### config.mk
export PLATFORM = sky130hd
export DESIGN_NAME = req_arbiter_8
export DESIGN_NICKNAME = d
export VERILOG_FILES = /design/src/rtl/req_arbiter_8.sv
export SDC_FILE = /design/constraint.sdc
export NUM_CORES = 1
export LEC_CHECK = 0
export CORE_MARGIN = 2
export CORE_UTILIZATION = 56
export DETAILED_ROUTE_END_ITERATION = 10
export GPL_TIMING_DRIVEN = 0
export PLACE_DENSITY = 0.81
export SLEW_MARGIN = 15
export SYNTH_ARGS = -nofsm -noshare
export SYNTH_HDL_FRONTEND = slang
export SYNTH_SLANG_ARGS = --single-unit
### constraint.sdc
create_clock -name clk -period 3.8 [get_ports clk]
set_clock_uncertainty 0.15 [all_clocks]
set_input_delay 0.76 -clock clk [delete_from_list [all_inputs] [get_ports clk]]
set_output_delay 0.76 -clock clk [all_outputs]
set_load 0.02 [all_outputs]
### src/rtl/req_arbiter_8.sv
// Eight-way request arbiter with a registered one-hot grant, selectable fixed-priority or
// round-robin winner selection, and an optional hold-time limit that forces a release.
module req_arbiter_8 #(
   parameter int MAX_HOLD = 16,
   parameter int CNT_W    = 5
) (
   input  logic       clk,
   input  logic       reset,
   input  logic       enable,
   input  logic       rr_mode,
   input  logic [7:0] req,
   output logic [7:0] gnt,
   output logic [2:0] gnt_idx,
   output logic       gnt_valid,
   output logic       timeout
);

   typedef enum logic {
      IDLE,
      GRANT
   } state_t;

   localparam logic [CNT_W-1:0] HOLD_LAST = CNT_W'(MAX_HOLD - 1);

   state_t           state, state_next;
   logic [CNT_W-1:0] hold_cnt, hold_cnt_next;
   logic [2:0]       last, last_next;
   logic [7:0]       gnt_next;
   logic [2:0]       idx_next;
   logic             timeout_next;
   logic [2:0]       fixed_idx;
   logic [2:0]       rr_idx;
   logic [2:0]       rr_cand;
   logic [2:0]       win_idx;
   logic             hold_limit;

   // Fixed priority: the highest set request index wins.
   always_comb begin
      fixed_idx = '0;
      for (int i = 0; i < 8; i++) begin
         if (req[i]) fixed_idx = 3'(i);
      end
   end

   // Round-robin: scan from last-1 downward with wrap, ending at last itself. Iterating the
   // farthest candidate first lets the nearest one (last-1) overwrite and therefore win.
   always_comb begin
      rr_idx  = '0;
      rr_cand = '0;
      for (int k = 8; k >= 1; k--) begin
         rr_cand = last - 3'(k);
         if (req[rr_cand]) rr_idx = rr_cand;
      end
   end

   assign win_idx    = rr_mode ? rr_idx : fixed_idx;
   assign hold_limit = (MAX_HOLD != 0) && (hold_cnt == HOLD_LAST);
   assign gnt_valid  = |gnt;

   // Next-state logic. Owner release and enable loss are tested before the hold limit, so
   // either of them suppresses the timeout pulse when they coincide with it.
   always_comb begin
      state_next    = state;
      gnt_next      = gnt;
      idx_next      = gnt_idx;
      timeout_next  = 1'b0;
      hold_cnt_next = hold_cnt;
      last_next     = last;
      case (state)
         IDLE: begin
            gnt_next      = '0;
            idx_next      = '0;
            hold_cnt_next = '0;
            if (enable && (|req)) begin
               state_next = GRANT;
               gnt_next   = 8'd1 << win_idx;
               idx_next   = win_idx;
               last_next  = win_idx;
            end
         end
         GRANT: begin
            if (!req[gnt_idx] || !enable) begin
               state_next    = IDLE;
               gnt_next      = '0;
               idx_next      = '0;
               hold_cnt_next = '0;
            end else if (hold_limit) begin
               state_next    = IDLE;
               gnt_next      = '0;
               idx_next      = '0;
               hold_cnt_next = '0;
               timeout_next  = 1'b1;
            end else if (hold_cnt != '1) begin
               hold_cnt_next = hold_cnt + 1'b1;
            end
         end
         default: begin
            state_next    = IDLE;
            gnt_next      = '0;
            idx_next      = '0;
            hold_cnt_next = '0;
         end
      endcase
   end

   always_ff @(posedge clk or posedge reset) begin
      if (reset) begin
         state    <= IDLE;
         gnt      <= '0;
         gnt_idx  <= '0;
         timeout  <= 1'b0;
         hold_cnt <= '0;
         last     <= '0;
      end else begin
         state    <= state_next;
         gnt      <= gnt_next;
         gnt_idx  <= idx_next;
         timeout  <= timeout_next;
         hold_cnt <= hold_cnt_next;
         last     <= last_next;
      end
   end

endmodule

==> flow_metrics.tcl, run 1 <==
set metrics [dict create \
    fp.coreArea_mm2 0.00331 \
    grt_antenna_before_repair 0 \
    detail_route.first_pass.iterations 5 \
    clkLatencyLatePin_ps 290 \
    clkTransAtPathRegs_ps 110 \
    drive_gt1_share_pct 16.7 \
    vdd_ir_drop_max_v 0.000452 \
    global_route.overflow_total 0 \
    die_y_um 62.5 \
    yosys.area.top_type_share_pct 27.4 \
    cpPeakStageDelay_ps 440 \
    numPlacedInstances 270 \
    hold_viol_final 0 \
    pwr_density_cell_mw_per_mm2 881 \
    power_leakage_nw 0.906 \
    synth_nets 215 \
    cell_by_cell_listing_of_the_critical_path "clkbuf_4 > clkinv_2 > ha_2 > buf_6 > mux2i_1 > o22ai_1 > o22a_1 > a2111oi_0 > a221oi_1 > and2_1 > a32o_1" \
    detail_route.wl_per_cell_um 17.6 \
    maximum_number_of_pins_on_one_net_before_global_route_repair 22 \
    drtIter0Drc 146 \
    run_status "complete, no violations" \
    switching_share_pct 47.7 \
    synth_area_leader_cell "dfrtp_1" \
    cts_htree_levels 1 \
    ys_seq_elements 21 \
    commonest_non_fill_non_tap_cell_in_the_layout "clkdlybuf4s50_1" \
    maxCapViolations 0 \
    dp.final_hpwl_mm 3.67 \
    p_seq_share_pct 16.8 \
    finish.net_count 244 \
    cell_area_after_synthesis_mm2 0.00192 \
    die-width_um 62.5 \
    timing.critical_path.from_type "register" \
    via_count 1815 \
    overall_track_demand_over_capacity_in_global_routing_pct 25.6 \
    synthesis.yosys.warnings 0 \
    fp.dieArea_mm2 0.00391 \
    first_global_vias 1688 \
    dominantRegCellSynth "dfrtp_1" \
    timing.final.setup_violations 0 \
    internal_power_mw 1.04 \
    power.total_mw 1.98 \
    initial_utilization_pct 58.0 \
    synthDistinctLibCells 56 \
    areaGrowthSynthToFinish_pct 17.3 \
    period_share_pct 94.5 \
    drt.antenna.violating_nets 0 \
    final.hold.worst_slack_ps 387 \
    timing_max_transition_violations_final 0 \
    pin_count 25 \
    worstMarginPinSlew_ps 748 \
    cts.root.buffer_cell "clkbuf_4" \
    final_cell_area_mm2 0.00225 \
    cp-end-kind "register" \
    timing.critical_path.arrival_ps 3640 \
    maximum_clock_path_buffer_count 2 \
    number_of_buffers_created_by_cts 3 \
    fin_crit_ps 3590 \
    synth_sequential_area_ratio_pct 27.4 \
    setup_repair_after_global_routing_missed_its_margin "false" \
    power_switching_mw 0.947 \
    setup_ws_ps 208 \
    avgSynthCellArea_um2 9.60 \
    clock_sinks 21 \
    worst-setup-path-type "register to register" \
    placement.cell_area_mm2 0.00222 \
    timing.max_slew.rel_slack_pct 50.0 \
    critical_path_required_ps 3840 \
    drt_wl_total_mm 4.84 \
    cp_max_fo 10 \
    clock_tree_from_tritoncts "done" \
    drt_via_density 6.62 \
    postSynth.asyncResetShare_pct 100 \
    most_frequent_cells_in_the_layout "clkdlybuf4s50_1 (24), dfrtp_1 (21), nor2_1 (18)" \
    gp_routability_congestion 0.896 \
    clkPwrFrac_pct 5.2 \
    netlist_instances 200 \
    timing.fmax_mhz 278 \
    wire_length_of_the_first_global_routing_pass_mm 8.14 \
    edff_count_synth 0 \
    fillcell_total 283 \
    timing.reg2reg.setup_slack_ps 210 \
    drc_errors 0 \
    setup-tns-final_ps 0 \
    post_cts.repair.setup_buffers 0 \
    slowest_stage "ha_2" \
    input_output_buffers 24 \
    floorplan.rows 21 \
    post_synth_main_area_contributors "dfrtp_1 (27%), mux4_2 (14%), mux2i_1 (5.2%)" \
    preCtsSetupSlack_ps -58.8 \
    non_filler_instance_count_after_layout 274 \
    power_frac_comb_pct 78.0 \
    hp-class "register to register" \
    num_antenna_cells 0 \
    postLayoutCoreUtil_pct 68.0 \
]
[cell usage after synthesis, types with 4 or more instances]
cell type   n
inv_1      10
clkbuf_1    7
a32o_1      9
mux2_2      7
mux2i_1    10
a21oi_1     8
nand2_1    16
a211oi_1    4
nor2_1     19
o21ai_0     8
nand3_1     8
mux4_2     12
dfrtp_1    21
[path summary, 6_finish.rpt]
path,end,depth (start not counted),start
hold reg to reg,gnt[0],2,gnt[0]
hold / removal,gnt[0],2,gnt[0]
min in group asynchronous,gnt_idx[2],2,reset
max in group asynchronous,last[1],2,reset
setup reg to reg,gnt[3],11,last[1]
setup / recovery,gnt[3],11,last[1]
[what timing repair did]
| action | 4_1_cts | 5_1_grt |
|---|---|---|
| setup endpoints to repair | 4 | 6 |
| pin swaps | 0 | 0 |
| hold buffers | 0 | 0 |
| gates resized for setup | 1 | 3 |
[cell families (layout without fill, tap and decap cells)]
| group | Yosys count | count (layout) | synth area share, % |
|---|---|---|---|
| AOI/OAI and AO/OA | 57 | 57 | 22.4 |
| DFF | 21 | 21 | 27.4 |
| xor gates and xnor gates | 2 | 2 | 0.913 |
| and+or+nand+nor | 60 | 60 | 14.7 |
| buffers and inverters | 25 | 53 | 6.00 |
| muxes | 32 | 32 | 26.7 |
| adders and majority gates | 3 | 3 | 1.96 |
[flip-flops by register name, summed over array words and instances, names as in the netlist]
signal / flops
last: 3
gnt: 8
timeout: 1
hold_cnt: 5
gnt_idx: 3
state: 1
[power by group through the flow]
stage	logic [mW]	registers [mW]	clock network, mW
2_1_floorplan	1.11	0.373	0
3_3_place_gp	1.48	0.335	0
3_5_place_dp	1.51	0.340	0
4_1_cts	1.52	0.334	0.105
5_1_grt	1.66	0.344	0.115
6_report	1.55	0.334	0.103
[layout make-up]
type                       instances  area, µm²  area share [%]
buffer                            13       72.6            3.22
clock buffer                       4       26.3            1.17
inverter                          12       46.3            2.06
multi-input combinational        154       1280            57.0
sequential                        21        526            23.3
tap                               46       57.6            2.56
timing repair buffer              24        240            10.7
[critical path: cells and delay by family, from the launching register on]
kind | cells | cell delay [ps]
buf+inv | 3 | 590
simple gates | 1 | 240
flops | 1 | 390
fa+ha+maj | 1 | 440
mux | 1 | 360
compound gates | 5 | 1310
[metal layers]
layer	GRT usage [%]	share of wire, %	vias up
li1	-	-	838
met4	3.89	1.5	0
met2	40.3	47	90
met3	4.68	7.2	11
met5	0	0	-
met1	38.0	44	876
No activity file was read; power rests on OpenSTA's default activity.
==> run 2, diff against run 1 <==
--- a/config.mk
+++ b/config.mk
@@ -5,6 +5,7 @@
 export SDC_FILE = /design/constraint.sdc
 export NUM_CORES = 1
 export LEC_CHECK = 0
+export ABC_CLOCK_PERIOD_IN_PS = 3800
 export CORE_MARGIN = 2
 export CORE_UTILIZATION = 56
 export DETAILED_ROUTE_END_ITERATION = 10
@@ -14,3 +15,4 @@
 export SYNTH_ARGS = -nofsm -noshare
 export SYNTH_HDL_FRONTEND = slang
 export SYNTH_SLANG_ARGS = --single-unit
+export TNS_END_PERCENT = 5
==> results of run 2 <==
Same layout as run 1: the final DEF is identical, and so are final timing and power.
